===== src/rtl/gt_serial_pkg.sv =====
// Shared definitions for the bit-serial signed greater-than controller:
// FSM state encoding and sizing helpers for the chunk index and counter.
package gt_serial_pkg;

    typedef enum logic [1:0] {
        ST_IDLE = 2'd0,
        ST_SCAN = 2'd1,
        ST_DONE = 2'd2
    } state_e;

    // Number of CHUNK-bit slices in a WIDTH-bit operand.
    function automatic int nchunk_f(input int width, input int chunk);
        return width / chunk;
    endfunction

    // Bits needed to count 0..n inclusive (never less than 1).
    function automatic int cnt_w_f(input int n);
        return (n < 1) ? 1 : $clog2(n + 1);
    endfunction

endpackage


===== src/rtl/gt_chunk_cmp.sv =====
// Combinational unsigned compare of one CHUNK-bit slice.
// IMPL_TYPE 0: relational operators; IMPL_TYPE 1: borrow of a subtraction.
module gt_chunk_cmp
    import gt_serial_pkg::*;
#(
    parameter int CHUNK     = 2,
    parameter int IMPL_TYPE = 0
) (
    input  logic [CHUNK-1:0] a,
    input  logic [CHUNK-1:0] b,
    output logic             gt,
    output logic             lt
);

    generate
        if (IMPL_TYPE == 1) begin : g_sub
            logic [CHUNK:0] diff_s;
            // Borrow-out says a<b; a nonzero difference without borrow says a>b.
            always_comb begin
                diff_s = {1'b0, a} - {1'b0, b};
                lt     = diff_s[CHUNK];
                gt     = ~diff_s[CHUNK] & (|diff_s[CHUNK-1:0]);
            end
        end else begin : g_rel
            // Plain magnitude comparison.
            always_comb begin
                gt = (a > b);
                lt = (a < b);
            end
        end
    endgenerate

endmodule


===== src/rtl/gt_int_serial_ctrl.sv =====
// Bit-serial signed A > B comparator with valid/ready handshakes on both sides.
// Operands are sign-biased (MSB inverted) on capture so that an unsigned
// MSB-first chunk scan yields the signed ordering.
// Optional feature: define GT_SERIAL_EARLY_EXIT_EN to stop scanning at the
// first unequal chunk; otherwise every chunk is scanned (fixed latency).
module gt_int_serial_ctrl
    import gt_serial_pkg::*;
#(
    parameter int WIDTH     = 8,
    parameter int CHUNK     = 2,
    parameter int IMPL_TYPE = 0,
    localparam int NCHUNK   = nchunk_f(WIDTH, CHUNK),
    localparam int CW       = cnt_w_f(NCHUNK)
) (
    input  logic             clk,
    input  logic             rst_n,
    input  logic             in_valid,
    output logic             in_ready,
    input  logic [WIDTH-1:0] A,
    input  logic [WIDTH-1:0] B,
    output logic             out_valid,
    input  logic             out_ready,
    output logic             Y,
    output logic [CW-1:0]    chunk_cnt
);

    localparam int IW = cnt_w_f(NCHUNK);
    localparam logic [WIDTH-1:0] SIGN_MASK = {1'b1, {(WIDTH-1){1'b0}}};

    generate
        if ((WIDTH % CHUNK) != 0) begin : g_bad_chunk
            $error("gt_int_serial_ctrl: WIDTH must be a multiple of CHUNK");
        end
    endgenerate

    state_e           state_q, state_d;
    logic [WIDTH-1:0] a_q, a_d, b_q, b_d;
    logic [IW-1:0]    idx_q, idx_d;
    logic [CW-1:0]    cnt_q, cnt_d;
    logic             y_q, y_d;
    logic             dec_q, dec_d;
    logic             in_ready_q, in_ready_d;
    logic             out_valid_q, out_valid_d;
    logic [CHUNK-1:0] a_chunk_s, b_chunk_s;
    logic             gt_s, lt_s, last_s;

    // Select the biased chunk currently addressed by idx.
    always_comb begin
        a_chunk_s = '0;
        b_chunk_s = '0;
        for (int i = 0; i < NCHUNK; i++) begin
            if (idx_q == IW'(i)) begin
                a_chunk_s = a_q[i*CHUNK +: CHUNK];
                b_chunk_s = b_q[i*CHUNK +: CHUNK];
            end else begin
                a_chunk_s = a_chunk_s;
                b_chunk_s = b_chunk_s;
            end
        end
    end

    gt_chunk_cmp #(
        .CHUNK     (CHUNK),
        .IMPL_TYPE (IMPL_TYPE)
    ) u_cmp (
        .a  (a_chunk_s),
        .b  (b_chunk_s),
        .gt (gt_s),
        .lt (lt_s)
    );

    // Decide whether the current SCAN cycle is the final one.
    always_comb begin
`ifdef GT_SERIAL_EARLY_EXIT_EN
        last_s = gt_s | lt_s | (idx_q == '0);
`else
        last_s = (idx_q == '0);
`endif
    end

    // Next-state logic: capture, serial scan, and result hold.
    always_comb begin
        state_d = state_q;
        a_d     = a_q;
        b_d     = b_q;
        idx_d   = idx_q;
        cnt_d   = cnt_q;
        y_d     = y_q;
        dec_d   = dec_q;
        case (state_q)
            ST_IDLE: begin
                if (in_valid && in_ready_q) begin
                    a_d     = A ^ SIGN_MASK;
                    b_d     = B ^ SIGN_MASK;
                    idx_d   = IW'(NCHUNK - 1);
                    cnt_d   = '0;
                    y_d     = 1'b0;
                    dec_d   = 1'b0;
                    state_d = ST_SCAN;
                end else begin
                    state_d = ST_IDLE;
                end
            end
            ST_SCAN: begin
                cnt_d = cnt_q + CW'(1);
                // Only the most significant unequal chunk decides the result.
                if (!dec_q && (gt_s || lt_s)) begin
                    y_d   = gt_s;
                    dec_d = 1'b1;
                end else begin
                    y_d   = y_q;
                end
                if (last_s) begin
                    state_d = ST_DONE;
                end else begin
                    idx_d   = idx_q - IW'(1);
                end
            end
            ST_DONE: begin
                if (out_ready) begin
                    state_d = ST_IDLE;
                end else begin
                    state_d = ST_DONE;
                end
            end
            default: begin
                state_d = ST_IDLE;
            end
        endcase
        in_ready_d  = (state_d == ST_IDLE);
        out_valid_d = (state_d == ST_DONE);
    end

    // State and datapath registers; reset clears everything including the handshake flags.
    always_ff @(posedge clk or negedge rst_n) begin
        if (!rst_n) begin
            state_q     <= ST_IDLE;
            a_q         <= '0;
            b_q         <= '0;
            idx_q       <= '0;
            cnt_q       <= '0;
            y_q         <= 1'b0;
            dec_q       <= 1'b0;
            in_ready_q  <= 1'b0;
            out_valid_q <= 1'b0;
        end else begin
            state_q     <= state_d;
            a_q         <= a_d;
            b_q         <= b_d;
            idx_q       <= idx_d;
            cnt_q       <= cnt_d;
            y_q         <= y_d;
            dec_q       <= dec_d;
            in_ready_q  <= in_ready_d;
            out_valid_q <= out_valid_d;
        end
    end

    assign in_ready  = in_ready_q;
    assign out_valid = out_valid_q;
    assign Y         = y_q;
    assign chunk_cnt = cnt_q;

endmodule


===== config.mk =====
export PLATFORM = sky130hd
export DESIGN_NAME = gt_int_serial_ctrl
export DESIGN_NICKNAME = d
export VERILOG_FILES = /design/src/rtl/gt_serial_pkg.sv /design/src/rtl/gt_chunk_cmp.sv /design/src/rtl/gt_int_serial_ctrl.sv
export SDC_FILE = /design/constraint.sdc
export NUM_CORES = 1
export LEC_CHECK = 0
export ABC_AREA = 1
export CAP_MARGIN = 20
export CELL_PAD_IN_SITES_DETAIL_PLACEMENT = 0
export CELL_PAD_IN_SITES_GLOBAL_PLACEMENT = 1
export CORE_ASPECT_RATIO = 1.5
export CORE_MARGIN = 2
export CORE_UTILIZATION = 30
export CTS_BUF_LIST = sky130_fd_sc_hd__clkbuf_8
export CTS_CLUSTER_SIZE = 20
export DETAILED_ROUTE_END_ITERATION = 8
export GPL_ROUTABILITY_DRIVEN = 1
export PLACE_DENSITY_LB_ADDON = 0.1
export REMOVE_ABC_BUFFERS = 1
export SETUP_SLACK_MARGIN = 0.15
export SYNTH_ARGS = -nofsm -noshare
export SYNTH_HDL_FRONTEND = slang
export SYNTH_SLANG_ARGS = --single-unit

===== constraint.sdc =====
create_clock -name clk -period 5.3 [get_ports clk]
set_input_delay 1.06 -clock clk [delete_from_list [all_inputs] [get_ports clk]]
set_output_delay 1.06 -clock clk [all_outputs]
set_load 0.05 [all_outputs]

* Yosys cells after proc, flatten, opt, wreduce, memory -nomap -nowiden
Cells that the tools add are included.
** Cells by class
- $add $sub $neg :: 2
- Multiply operators :: 0
- Divide/modulo/power cells :: 0
- Order comparisons :: 2
- Equal/unequal tests :: 9
- Shift-type cells :: 0
- Muxes and demuxes :: 22
- Bitwise logic cells :: 2
- Reductions and logical operators :: 12
** Operator list (count)
- 2-to-1 mux 2 bit :: 10
- one-hot mux 3 bit (2 select lines) :: 2
- 2-to-1 mux 3 bit :: 3
- equality test 3 x 2 -> 1 bit, second input constant :: 2
- inequality test 2 bit, second input constant :: 3
- one-hot mux 2 bit (3 select lines) :: 1
- AND reduction 3 bit :: 2
- equality test 2 bit, second input constant :: 2
- logical NOT 2 bit :: 2
- 2-to-1 mux 1 bit :: 4
- one-hot mux 1 bit (2 select lines) :: 2
- AND reduction 2 bit :: 2
- adder 3 x 1 -> 3 bit, second input constant :: 1
- equality test 3 x 1 -> 1 bit, second input constant :: 1
- logical NOT 3 bit :: 1
- subtractor 3 x 1 -> 3 bit, second input constant :: 1
- equality test 2 x 1 -> 1 bit, second input constant :: 1
- greater-than comparator 2 bit :: 1
- logical AND 1 bit :: 2
- less-than comparator 2 bit :: 1
- NOT 1 bit :: 2
- nonzero test 2 bit :: 1
- logical NOT 1 bit :: 1
- logical OR 1 bit :: 1
** Word-level totals
- Register bits after elaboration :: 28
- Bits in latches :: 0
- RAM bits :: 0
- Bits in read-only memories :: 0
- Bits of input ports :: 20
- Output and inout port bits :: 6
- Word-level logic and storage cells :: 58
- Memories kept :: 0

* Depth between registers and ports, before layout
Gate-level depths: netlist of the first run.
- Word-level depth :: 10
- Mapped depth :: 14
- Mapped depth without buffers :: 14

* Cells and area by module
From an unflattened synthesis of the first run, not the netlist that was laid out.
** Unflattened totals
- Cell total of the unflattened synthesis :: 188
- Area, all modules :: 1529.0 um^2
** By module, submodules not included
- gt_int_serial_ctrl :: instances 1, cells each 177, area an instance 1463.9 um^2, sequential area each 700.7 um^2
- gt_chunk_cmp :: instances 1, cells each 11, area an instance 65.1 um^2, sequential area each 0.0 um^2

* Worst setup path before layout of the first run
No wires, ideal clock.
- Path type :: register to register
- Start :: reg idx_q[0]
- End :: reg y_q (netlist: Y)
- Arrival :: 1655 ps
- Data required time :: 5176 ps
- Setup slack :: 3520 ps
- Stages on the path, launching flop included :: 13
- Buffers on the path :: 0
- Period minus slack after synthesis :: 1780 ps
- Path through :: dfrtp_1 -> inv_1 -> ha_1 -> inv_1 -> nor2_2 -> nand3_1 -> nand2_1 -> a21oi_2 -> ha_1 -> nand2_1 -> nand2_1 -> nor3_1 -> a21oi_1
** Between the ends
- Cells in the longest elaborated chain, start to end :: 10
- Elaborated cells between the ends (all ways) :: 20
** RTL lines
- start, declared :: line gt_int_serial_ctrl.sv:38 : logic [IW-1:0] idx_q, idx_d;
- start signal, assigned :: line gt_int_serial_ctrl.sv:150 : idx_q <= idx_d;
- logical NOT 3 bit :: line gt_int_serial_ctrl.sv:52 : if (idx_q == IW'(i)) begin
- 2-to-1 mux 2 bit (4 in series) :: line gt_int_serial_ctrl.sv:52
- greater-than comparator 2 bit / less-than comparator 2 bit (equally long branches) :: line gt_chunk_cmp.sv:27, gt_chunk_cmp.sv:28
- logical OR 1 bit :: line gt_int_serial_ctrl.sv:107 : if (!dec_q && (gt_s || lt_s)) begin
- logical AND 1 bit :: line gt_int_serial_ctrl.sv:107
- inequality test 2 bit (no line)
- AND reduction 3 bit (no line)
- end signal, assigned :: line gt_int_serial_ctrl.sv:152 : y_q <= y_d;
- end, declared :: line gt_int_serial_ctrl.sv:40 : logic y_q, y_d;
Several ways; a longest one is shown, not always the timed one. The select of a mux whose other input is x is not followed.
A chain may end at the register's enable or synchronous reset.

* Final worst setup path of the first run
- Start :: reg cnt_q[0] (netlist: chunk_cnt[0])
- End :: out chunk_cnt[0]
** RTL lines
- start, declared :: line gt_int_serial_ctrl.sv:39 : logic [CW-1:0] cnt_q, cnt_d;
- start signal, assigned :: line gt_int_serial_ctrl.sv:151 : cnt_q <= cnt_d;
- end, declared :: line gt_int_serial_ctrl.sv:24 : output logic [CW-1:0] chunk_cnt
No word-level cell between the ends.

==> metrics.cfg, run 1 <==
[run_status]
status=completed

[sta]
setup_viol=0
fmax_mhz=389
hold_viol_final=0
fin_ws_ns=2.73
timing.final.crit_share_pct=48.5
worstMarginPinSlew_ns=0.494
rsz0062_at_grt=false
finalSetupTns_ns=0
holdWs_ns=0.493
maxSlewHeadroom_pct=67.0
fin_skew_ns=0.00617
drv_slew=0
period_needed_ns=2.57

[critical_path]
r2r_slack_ns=3.23
critPathArrivalTime_ns=1.51
worstSetupStartpointType=flop
path_cells=clkdlybuf4s50_1
timing.rr.start=idx_q[1]$_DFFE_PN0P_
critPathRequiredTime_ns=4.24
critPathBufInv=1
cp_slowest_cell=clkdlybuf4s50_1
cp_top_family=buffers and inverters
crit_fanout=4
crit_type=flop to primary output
end_kind=primary output
critical-path-max-stage-delay_ns=0.82
crit_path_start=chunk_cnt[0]$_DFFE_PN0P_

[worst_hold_path]
min-delay-start=a_q[4]$_DFFE_PN0P_
min_path_type=flop to flop

[synth]
avgSynthCellArea_um2=8.15
synth_area_leaders=dfrtp_1 (48%), nand2_1 (17%), ha_1 (6.8%), nand3_1 (4.4%), inv_1 (4.1%)
synth_edf_count=0
synth_cell_types=22
synth.top_cell.area_share_pct=47.8
syn_area_um2=1470
yosysTopAreaCell=dfrtp_1
async_flop_share_pct=100
synth_warnings=0
synthCells=180
ys_seq_elements=28
synth_flop_cell=dfrtp_1
seq_area_frac_synth_pct=47.8
synth_common_cells=nand2_1 (68), dfrtp_1 (28), inv_1 (16)
yosysMostFrequentCell=nand2_1

[finish]
utilization_pct=38.1
drive_above_1_share_pct=11.2
nets=236
syn_to_final_growth_pct=24.0
diodes=0
fill_cells=521

[pwr]
swShare_pct=46.8
p_comb_share_pct=55.4
peakVddDrop_mv=0.142
intPower_mw=0.591
pwr-share-seq_pct=34.0
power_mw=1.11
switchingPower_mw=0.520
cellLeakagePower_nw=0.920
power_frac_clock_pct=10.6
power_density_nw_per_um2=611

[place]
gp_congestion=0.774
buffer_ports.inserted=25
post-place-ws_ns=2.99
post-dp-hpwl_um=2240

[die]
start_util_pct=30.7
die_x_um=61.1
core_um2=4770
io_pins=26
rows=31
die-area_um2=5470
fp.dieH_um=89.6

[cts]
cts.path.max_buffers=2
cts_tree=done
clock_latency_ns=0.28
clk_pin_slew_worst_paths_ns=0.09
h-tree-depth=1
post_cts_resize_count=0
cts_root_buffer=clkbuf_8
post_cts_buffers=0
numCtsBuffers=3
ctsHoldBuffers=0
clock_sinks=28

[drt]
dr_total_vias=1174
antenna_left=0
post_drt_wl_per_cell_um=11.1
routed-wl-met3_um=136
drt_wl_total_um=3010
drt_first_iter_violations=30
wl_met2_um=1590
drc=0
drt_pass1_iterations=4
dr.max_layer_used=met4
vias_per_cell=4.32
met1Wirelength_um=1220

[global_routing]
grt_pass1_wl_um=5150
grt_overflow_total=0
grt_max_degree=29
antenna_found_initial=0
grt_usage_pct=12.7
grt_pass1_vias=1180

[job]
max_cap_viol_count=0

==> routing by layer <==
layer,track usage (%),vias to the layer above
met5,0,-
met4,5.34,0
met3,2.29,5
met2,23.7,23
met1,13.5,535
li1,-,611
==> sequential cells by signal, indices dropped and copies added (netlist names) <==
name / count
in_ready: 1
a_q: 8
state_q: 2
idx_q: 3
chunk_cnt: 3
out_valid: 1
Y: 1
b_q: 8
dec_q: 1
==> metrics by stage <==
| step | instances | cell area (µm²) |
|---|---|---|
| after detailed placement | 269 | 1780 |
| after global placement | 269 | 1780 |
| after CTS | 272 | 1820 |
| after floorplan | 177 | 1440 |
| after global routing | 272 | 1820 |
| final | 272 | 1820 |
==> power by group through the flow <==
stage	registers (mW)	logic (mW)	clock network [mW]
2_1_floorplan	0.441	0.403	0
6_report	0.377	0.616	0.118
4_1_cts	0.379	0.631	0.126
5_1_grt	0.391	0.717	0.136
3_5_place_dp	0.384	0.626	0
3_3_place_gp	0.381	0.620	0
==> path summary, 6_finish.rpt <==
kind                                            endpoint  cells after the start
worst max-delay path                        chunk_cnt[0]                      1
worst min-delay path                  a_q[4]$_DFFE_PN0P_                      2
worst max register to register             Y$_DFFE_PN0P_                     13
worst min register to register        a_q[4]$_DFFE_PN0P_                      2
max in group asynchronous       chunk_cnt[1]$_DFFE_PN0P_                      2
min in group asynchronous           state_q[0]$_DFF_PN0_                      2
==> kinds of logic (layout without fill, tap and decap cells) <==
family	count (synthesis)	after routing	share of synthesized area (%)
and+or+nand+nor	101	101	30.1
DFF	28	28	47.8
adders and majority gates	8	8	6.83
AOI/OAI and AO/OA	18	18	7.25
buffers and inverters	25	51	8.02
==> cell type report <==
class                           count  area [µm²]  share of cell area [%]
Inverter                           22        87.6                    4.82
Clock buffer                        3        41.3                    2.27
Tap cell                           66        82.6                    4.54
Timing Repair Buffer               26         258                    14.2
Multi-Input combinational cell    127         648                    35.7
Sequential cell                    28         701                    38.5
==> placed cells by master (no fill, tap or decap), types with 4 or more instances in the layout <==
master | netlist | final
nand2_1 | 68 | 68
inv_1 | 16 | 16
a21oi_1 | 4 | 4
dfrtp_1 | 28 | 28
nand2_2 | 5 | 5
nor2_1 | 7 | 7
ha_1 | 8 | 8
nand3_1 | 13 | 13
o21ai_0 | 6 | 6
clkdlybuf4s50_1 | 0 | 25
Power figures use the tool's default switching activity.
==> run 2, diff against run 1 <==
- clock period: 5.3 -> 2.3 ns (I/O delays scaled with it)
==> run 2 against run 1 <==
First-iteration DRC count fell by 40%. Total power increased by 130%. Non-clock buffer count unchanged. Clock skew is 0.00097 ns lower. Clock-buffer cell count unchanged. Cell area is 0.28% higher. Critical path type unchanged. Largest cell class unchanged.
==> metrics.cfg, run 2 (synthesized netlist as in run 1, its figures left out) <==
[drt]
post_drt_wl_per_cell_um=10.7
drt_first_iter_violations=18
drt_pass1_iterations=3
drt_wl_total_um=2900
dr_total_vias=1172
drc=0
vias_per_cell=4.31
antenna_left=0

[sta]
worstMarginPinSlew_ns=0.490
period_needed_ns=1.94
finalSetupTns_ns=0
setup_viol=0
hold_viol_final=0
timing.final.crit_share_pct=84.3
maxSlewHeadroom_pct=67.2
fin_skew_ns=0.00520
fmax_mhz=515
drv_slew=0
rsz0062_at_grt=false

[run_status]
status=completed

[critical_path]
timing.rr.start=idx_q[1]$_DFFE_PN0P_
path_cells=clkdlybuf4s50_1
rr_worst_depth=14
worstSetupStartpointType=flop
critPathBufInv=1
critPathRequiredTime_ns=1.84
critPathArrivalTime_ns=1.48
end_kind=primary output
crit_fanout=4
cp.depth=1
crit_path_start=chunk_cnt[0]$_DFFE_PN0P_
cp_top_family=buffers and inverters
crit_type=flop to primary output
critical-path-max-stage-delay_ns=0.81
cp_slowest_cell=clkdlybuf4s50_1

[pwr]
power_mw=2.56
power_density_nw_per_um2=1410
peakVddDrop_mv=0.387
cellLeakagePower_nw=0.918

[cts]
clock_latency_ns=0.27
cts.path.max_buffers=2
numCtsBuffers=3
ctsHoldBuffers=0
cts_tree=done
h-tree-depth=1
cts_root_buffer=clkbuf_8
clk_pin_slew_worst_paths_ns=0.09
post_cts_resize_count=0
clock_sinks=28
post_cts_buffers=0

[worst_hold_path]
min-delay-start=a_q[5]$_DFFE_PN0P_
holdPathStages=2
min_path_type=flop to flop

[finish]
multi_input_area_um2=653
largestRegisters=a_q: 8 flops, b_q: 8 flops
regArea_um2=701
nets=236
final_common_cell=nand2_1
diodes=0
drive_above_1_share_pct=12.1
syn_to_final_growth_pct=24.3
fill_cells=530
most-common-layout-cells=nand2_1 (68), dfrtp_1 (28), clkdlybuf4s50_1 (25)

[place]
buffer_ports.inserted=25
post-dp-hpwl_um=2240
gp_congestion=0.704

[global_routing]
grt_usage_pct=12.3
grt_max_degree=29
antenna_found_initial=0
grt_pass1_wl_um=4970
grt_overflow_total=0
grt_pass1_vias=1152

[job]
max_cap_viol_count=0

[die]
die_x_um=61.1
fp.dieH_um=89.6
rows=31
core_um2=4770
die-area_um2=5470
start_util_pct=30.7
io_pins=26

run 2: cell type report:
| cell class | instances | share of cell area [%] |
|---|---|---|
| inverters | 22 | 4.80 |
| well taps | 66 | 4.53 |
| flip-flops and latches | 28 | 38.4 |
| multi-input cells | 127 | 35.8 |
| clock buffers | 3 | 2.26 |
| repair buffers | 26 | 14.1 |
run 2: worst paths after layout:
kind | to | slack [ns]
worst max-delay path | chunk_cnt[0] | 0.36
min in group asynchronous | chunk_cnt[0]$_DFFE_PN0P_ | 0.56
worst min-delay path | a_q[5]$_DFFE_PN0P_ | 0.49
worst min register to register | a_q[5]$_DFFE_PN0P_ | 0.49
max in group asynchronous | a_q[3]$_DFFE_PN0P_ | 1.47
worst max register to register | Y$_DFFE_PN0P_ | 0.40
run 2: through the flow:
step | cell area [µm²] | hold slack [ns] | setup WS, ns | util [%] | std cells
2_1_floorplan | 1440 | 0.164 | 0.520 | - | 177
3_3_place_gp | 1780 | 0.471 | 0.315 | 37.2 | 269
3_5_place_dp | 1780 | 0.470 | 0.274 | 37.2 | 269
4_1_cts | 1820 | 0.497 | 0.258 | 38.1 | 272
5_1_grt | 1820 | 0.520 | 0.185 | 38.2 | 272
6_report | 1820 | 0.491 | 0.360 | 38.2 | 272
run 2: report_power, final:
group | total [mW] | switching (mW) | internal (mW) | leakage, nW
registers | 0.870 | 0.145 | 0.725 | 0.347
logic | 1.42 | 0.902 | 0.522 | 0.550
clock network | 0.268 | 0.150 | 0.118 | 0.0216
run 2: worst register-to-register path, delay by kind of cell, from the launching register on:
| family | cells | cell delay [ns] |
|---|---|---|
| buffers and inverters | 2 | 0.20 |
| AOI/OAI and AO/OA | 1 | 0.12 |
| adders and majority gates | 2 | 0.45 |
| DFF | 1 | 0.42 |
| and+or+nand+nor | 9 | 0.65 |
run 2: layer usage:
layer	GRT usage, %	vias up	routed length, µm
li1	-	618	-
met1	12.7	528	1130
met2	24.0	21	1630
met3	1.72	5	94
met4	4.74	0	48
met5	0	-	0
